## src/rtl/fifo_pkg.sv

```systemverilog
// Shared definitions for the synchronous FIFO: control/status bit positions
// and the control encodings issued by the FIFO controller.
package fifo_pkg;

   localparam int CTRL_LOAD = 4;
   localparam int CTRL_READ = 3;
   localparam int CTRL_CLR  = 2;
   localparam int CTRL_RINC = 1;
   localparam int CTRL_WINC = 0;

   localparam int ST_NEQ        = 3;
   localparam int ST_FULL_EQ    = 2;
   localparam int ST_EMPTY_FWFT = 1;
   localparam int ST_EMPTY      = 0;

   typedef logic [4:0] ctrl_word_t;

   localparam ctrl_word_t ENC_CLEAR      = 5'b00100;
   localparam ctrl_word_t ENC_WRITE      = 5'b10001;
   localparam ctrl_word_t ENC_READ       = 5'b01010;
   localparam ctrl_word_t ENC_WRITE_READ = 5'b11011;
   localparam ctrl_word_t ENC_IDLE       = 5'b00000;

   // Field order matches the bit indices above.
   typedef struct packed {
      logic load;
      logic read;
      logic clr;
      logic rinc;
      logic winc;
   } ctrl_t;

endpackage

```

## src/rtl/fifo_datapath_ptr.sv

```systemverilog
// fifo_ptr: wrap-bit pointer counter (MSB wrap bit + address field) with
// synchronous clear that takes priority over increment.
module fifo_ptr #(
   parameter int ADDR_WIDTH = 4
) (
   input  logic                clk,
   input  logic                rst,
   input  logic                clr_i,
   input  logic                inc_i,
   output logic [ADDR_WIDTH:0] ptr_o
);

   localparam logic [ADDR_WIDTH:0] PTR_ONE = (ADDR_WIDTH + 1)'(1);

   logic [ADDR_WIDTH:0] ptr_d;
   logic [ADDR_WIDTH:0] ptr_q;

   // NOTE: every always_comb output gets a default first so no path can infer a latch.
   always_comb begin
      ptr_d = ptr_q;
      if (clr_i) begin
         ptr_d = '0;
      end else if (inc_i) begin
         ptr_d = ptr_q + PTR_ONE;
      end
   end

   // NOTE: sequential state uses non-blocking assignments only.
   always_ff @(posedge clk or posedge rst) begin
      if (rst) begin
         ptr_q <= '0;
      end else begin
         ptr_q <= ptr_d;
      end
   end

   assign ptr_o = ptr_q;

endmodule

```

## src/rtl/fifo_datapath.sv

```systemverilog
// Storage and pointer datapath of the synchronous FIFO; executes the
// controller's control word. Optional `level` output: FIFO_DATAPATH_LEVEL_EN.
module fifo_datapath
   import fifo_pkg::*;
#(
   parameter int DATA_WIDTH = 8,
   parameter int ADDR_WIDTH = 4
) (
   input  logic                  clk,
   input  logic                  rst,
   input  logic [4:0]            control_signals,
   input  logic [DATA_WIDTH-1:0] din,
   output logic [DATA_WIDTH-1:0] dout,
   output logic [3:0]            status_signals
`ifdef FIFO_DATAPATH_LEVEL_EN
   ,
   output logic [ADDR_WIDTH:0]   level
`endif
);

   localparam int                  DEPTH   = 1 << ADDR_WIDTH;
   localparam logic [ADDR_WIDTH:0] PTR_ONE = (ADDR_WIDTH + 1)'(1);

   ctrl_t                 ctrl;
   logic [ADDR_WIDTH:0]   w_ptr;
   logic [ADDR_WIDTH:0]   r_ptr;
   logic [ADDR_WIDTH:0]   r_ptr_prev;
   logic                  mem_we;
   logic [DATA_WIDTH-1:0] mem_q [DEPTH];
   logic [DATA_WIDTH-1:0] dout_d;
   logic [DATA_WIDTH-1:0] dout_q;

   assign ctrl = ctrl_t'(control_signals);

   fifo_ptr #(.ADDR_WIDTH(ADDR_WIDTH)) u_wptr (
      .clk   (clk),
      .rst   (rst),
      .clr_i (ctrl.clr),
      .inc_i (ctrl.winc),
      .ptr_o (w_ptr)
   );

   fifo_ptr #(.ADDR_WIDTH(ADDR_WIDTH)) u_rptr (
      .clk   (clk),
      .rst   (rst),
      .clr_i (ctrl.clr),
      .inc_i (ctrl.rinc),
      .ptr_o (r_ptr)
   );

   // Clear and reset both suppress the write; memory contents survive a clear.
   assign mem_we = ctrl.load && !ctrl.clr && !rst;

   // NOTE: the storage array has no reset; only pointers and dout are initialised.
   always_ff @(posedge clk) begin
      if (mem_we) begin
         mem_q[w_ptr[ADDR_WIDTH-1:0]] <= din;
      end
   end

   // The read samples mem_q before this edge's write lands: read-before-write.
   always_comb begin
      dout_d = dout_q;
      if (ctrl.clr) begin
         dout_d = '0;
      end else if (ctrl.read) begin
         dout_d = mem_q[r_ptr[ADDR_WIDTH-1:0]];
      end
   end

   always_ff @(posedge clk or posedge rst) begin
      if (rst) begin
         dout_q <= '0;
      end else begin
         dout_q <= dout_d;
      end
   end

   assign dout       = dout_q;
   assign r_ptr_prev = r_ptr - PTR_ONE;

   always_comb begin
      status_signals                = '0;
      status_signals[ST_NEQ]        = w_ptr[ADDR_WIDTH] != r_ptr[ADDR_WIDTH];
      status_signals[ST_FULL_EQ]    = w_ptr[ADDR_WIDTH-1:0] == r_ptr[ADDR_WIDTH-1:0];
      status_signals[ST_EMPTY_FWFT] = r_ptr_prev == w_ptr;
      status_signals[ST_EMPTY]      = w_ptr == r_ptr;
   end

`ifdef FIFO_DATAPATH_LEVEL_EN
   assign level = w_ptr - r_ptr;
`endif

endmodule

```

## config.mk

```make
export PLATFORM = sky130hd
export DESIGN_NAME = fifo_datapath
export DESIGN_NICKNAME = d
export VERILOG_FILES = /design/src/rtl/fifo_pkg.sv /design/src/rtl/fifo_datapath_ptr.sv /design/src/rtl/fifo_datapath.sv
export SDC_FILE = /design/constraint.sdc
export NUM_CORES = 1
export LEC_CHECK = 0
export ABC_AREA = 1
export CAP_MARGIN = 0
export CELL_PAD_IN_SITES_DETAIL_PLACEMENT = 0
export CELL_PAD_IN_SITES_GLOBAL_PLACEMENT = 1
export CORE_MARGIN = 2
export CORE_UTILIZATION = 40
export DETAILED_ROUTE_END_ITERATION = 8
export PLACE_DENSITY_LB_ADDON = 0.25
export SLEW_MARGIN = 20
export SYNTH_ARGS = -nofsm -noshare
export SYNTH_HDL_FRONTEND = slang
export SYNTH_HIERARCHICAL = 1
export SYNTH_SLANG_ARGS = --single-unit
```

## constraint.sdc

```tcl
create_clock -name clk -period 3.8 [get_ports clk]
set_input_delay 1.14 -clock clk [delete_from_list [all_inputs] [get_ports clk]]
set_output_delay 1.14 -clock clk [all_outputs]
set_load 0.03 [all_outputs]
```

### Word-level counts from Yosys, hierarchy flattened

Memory sizes are Yosys's and may differ from the RTL's.
Cells that the tools add are included.

* logic and storage cells: 26
* memories kept: 1
* input bits: 15
* memory bits (writable): 128
* flip-flop bits (word level): 18
* output and inout port bits: 12

Memory list
* mem_q: words 16, width 8, rd ports 1, clocked after memory_dff 0, write ports 1, line fifo_datapath.sv:29 `logic [DATA_WIDTH-1:0] mem_q [DEPTH];`

* equal/unequal tests: 4
* reductions and logical operators: 7
* muxes and demuxes: 8
* add/subtract/negate cells: 3

Operators by type and width (number)
* $mux W5: 4
* $mux W8: 2
* $add A5 B1 Y5 const B: 2
* $eq A5 B5 Y1: 2
* $reduce_bool A2 Y1: 3
* $sub A5 B1 Y5 const B: 1
* $eq A4 B4 Y1: 1
* $logic_and A1 B1 Y1: 2
* $logic_not A1 Y1: 2
* $mux W1: 2
* $ne A1 B1 Y1: 1

### Depth between registers and ports, before layout

* depth after elaboration: 5
* gate-level depth with buffers: 12
* depth with buffers taken out: 10

### Hierarchy

The synthesis kept the hierarchy.

Modules (own cells, without submodules)
* fifo_datapath: cells an instance 633, sequential area each 4043.9 um^2, times used 1, area each 6133.4 um^2
* fifo_ptr: cells an instance 33, sequential area each 125.1 um^2, times used 2, area each 260.2 um^2

### Least setup slack after synthesis

Ideal clock, no wire load.

* path type: register to output
* start: reg u_rptr.ptr_q[0] (netlist: u_rptr/ptr_o[0])
* end: out status_signals[0]
* required time: 2660 ps
* path buffers: 2
* data arrival time: 1899 ps
* slack: 761 ps
* cell stages (with the launch flop): 6
* cell sequence: dfrtp_1 > buf_4 > buf_6 > xnor2_1 > nand2_1 > nor4_1

* longest elaborated chain between the ends: 1

RTL lines
* from (decl): line fifo_datapath_ptr.sv:16 `logic [ADDR_WIDTH:0] ptr_q;`
* from (signal assigned): line fifo_datapath_ptr.sv:33 `ptr_q <= ptr_d;`
* $eq A5 B5 Y1: line fifo_datapath.sv:87 `status_signals[ST_EMPTY] = w_ptr == r_ptr;`
* to (decl): line fifo_datapath.sv:14 `output logic [3:0] status_signals`

Every way passes these cells.

### Worst setup path after layout

* start: reg u_rptr.ptr_q[2] (netlist: u_rptr/ptr_o[2])
* end: out status_signals[0]

Same word-level chain as after synthesis.

==> impl_metrics.json <==
{
  "status": "finished clean",
  "peakVddDrop_mv": 0.277,
  "maxSlewViolCount": 0,
  "netlist_area_um2": 6650,
  "diodes": 0,
  "tightest_slew_ns": 0.858,
  "fill_cells": 1497,
  "hp-class": "register to register",
  "drc_errors": 0,
  "grt_max_degree": 66,
  "final_cell_area_um2": 7890,
  "nets": 766,
  "design.core.area_um2": 16400,
  "cp.required_ns": 2.66,
  "cts.htree.levels": 4,
  "synth.area.top_cells": "edfxtp_1, nand2_1, inv_1",
  "fin_worst_skew_ns": 0.00870,
  "fin_crit_ns": 3.53,
  "dpl-instance-area_um2": 7250,
  "final_antenna_net_count": 0,
  "antenna_found_initial": 0,
  "setup_viol": 0,
  "yosys.area.top_type": "edfxtp_1",
  "totalNegativeSetupSlack_ns": 0,
  "area_growth_pct": 18.6,
  "worstSetupEndpointType": "primary output",
  "cts.sinks": 146,
  "syn_inst": 699,
  "clk_pin_slew_ns": 0.06,
  "synth.ff_latch_count": 146,
  "rsz0062_at_grt": "no",
  "met1_usage_pct": 26.2,
  "top_usage_layer": "met2",
  "dp_hpwl_um": 11000,
  "grt_use_total_pct": 18.9,
  "cts_resized": 0,
  "multi_input_area_um2": 1700,
  "grtUsageMet2_pct": 29.9,
  "critPathMaxFanout": 13,
  "layout-drive-gt1-share_pct": 9.33,
  "wirelength_um": 16000,
  "die_width_um": 133,
  "die-height_um": 133,
  "p_per_area_nw_per_um2": 501,
  "drtIter0Drc": 423,
  "cts-buffers-inserted": 17,
  "power.leakage_uw": 0.00355,
  "drv_cap": 0,
  "min_period_over_period_pct": 93.0,
  "gp_congestion": 0.870,
  "cts-root-buf": "clkbuf_16",
  "slew_headroom_pct": 42.6,
  "drt_first_pass_iters": 5,
  "die_area_um2": 17700,
  "postCtsSetupBuffers": 0,
  "io_buffers": 26,
  "path_class": "register to primary output",
  "async_flop_share_pct": 12.3,
  "critPathLaunchType": "register",
  "grt_pass1_wl_um": 24800,
  "grt_pass1_vias": 4510,
  "wl_per_cell_um": 16.3,
  "drt-vias-per-instance": 4.72,
  "synth_nets": 717,
  "register_area_um2": 4300,
  "use_met3_pct": 3.95,
  "pin_count": 27,
  "worst_skew_pair.late_latency_ns": 0.43,
  "yosysSeqAreaShare_pct": 64.5,
  "cts_tree": "yes",
  "synthDominantCellAreaShare_pct": 57.8,
  "start_util_pct": 40.6,
  "hold_buffers": 0,
  "synth_ff_type": "edfxtp_1",
  "num_rows": 47,
  "cts_max_path_buffers": 2,
  "synth-edff-count": 128,
  "yosysUniqueCellTypes": 26,
  "fmax_ghz": 0.283,
  "hold_viol_final": 0,
  "critPathArrivalTime_ns": 2.39,
  "grt-ovfl-total": 0,
  "synth.yosys.warnings": 6,
  "num_vias": 4631,
  "syn_avg_cell_area_um2": 9.52
}
==> cell families after synthesis <==
| logic type | share of synthesized area, % |
|---|---|
| simple gates | 23.1 |
| buf+inv | 9.97 |
| flops | 64.5 |
| compound gates | 0.677 |
| xor+xnor | 1.18 |
| fa+ha+maj | 0.564 |
==> cell usage in the layout, fill, tap and decap left out, types with 2 or more instances in the layout <==
master / instances
a21oi_1: 6
buf_4: 28
bufinv_16: 3
clkbuf_16: 17
clkdlybuf4s50_1: 25
clkinv_1: 2
clkinv_8: 2
clkinvlp_4: 2
dfrtp_1: 17
edfxtp_1: 128
ha_1: 3
inv_1: 135
inv_6: 3
inv_8: 4
nand2_1: 240
nand3_1: 90
nor2_1: 28
nor2_2: 7
o21ai_0: 2
xnor2_1: 6
xor2_1: 3
==> cell usage after synthesis, types with 3 or more instances <==
library cell  instances
nor2_1               28
xor2_1                3
buf_4                 4
ha_1                  3
dfrtp_1              18
xnor2_1               6
a21oi_1               6
nor2_2                7
inv_1               135
nand2_1             240
nand3_1              90
buf_2                13
buf_6                 3
edfxtp_1            128
==> worst max-delay path: stages, from the launching register on <==
cell and delay, ns:
dfrtp_1 0.55, xnor2_1 0.31, nand2_1 0.10, nor4_1 0.26
clkdlybuf4s50_1 0.74
==> final cells by class <==
cell class,instances,area share (%)
clock buffer,17,5.39
tap,220,3.49
sequential,146,54.4
timing repair buffer,53,5.83
clock inverter,15,2.76
multi-input combinational,391,21.5
inverter,139,6.63
==> per-stage QoR <==
stage	cells	utilization (%)	total power [µW]	worst slack, ns	hold slack, ns
final	981	48.1	3960	0.267	0.475
after global routing	981	48.1	4090	0.0634	0.495
after CTS	981	48.1	3990	0.234	0.482
after detailed placement	949	44.2	2210	0.701	0.464
after global placement	949	44.2	2210	0.756	0.463
after floorplan	699	-	2060	0.761	0.484
==> path summary, 6_finish.rpt <==
path | start | to | slack [ns] | cells after the start
setup / recovery | u_rptr/ptr_o[2] | status_signals[0] | 0.27 | 4
hold / removal | dout[0] | dout[0] | 0.47 | 2
setup reg to reg | u_rptr/ptr_o[0] | dout[4] | 1.77 | 11
hold reg to reg | dout[0] | dout[0] | 0.47 | 2
max in group asynchronous | rst | dout[1] | 2.61 | 3
min in group asynchronous | rst | u_rptr/ptr_o[0] | 0.98 | 2
==> sequential cells by signal, indices dropped and copies added (netlist names) <==
register / cells
u_wptr/ptr_o: 5
mem_q: 128
dout: 8
u_rptr/ptr_o: 5
==> metal layers <==
layer	vias to the layer above	routed length, µm	share of wire [%]
li1	2287	-	-
met1	2206	7550	47
met2	115	7440	47
met3	23	714	4.5
met4	0	280	1.8
met5	-	0	0
==> power by group <==
group | switching [µW] | total [µW] | internal (µW)
combinational | 260 | 387 | 127
clock | 714 | 1780 | 1070
sequential | 23.0 | 1790 | 1770
Note: power is estimated with default switching activity, not from simulation.
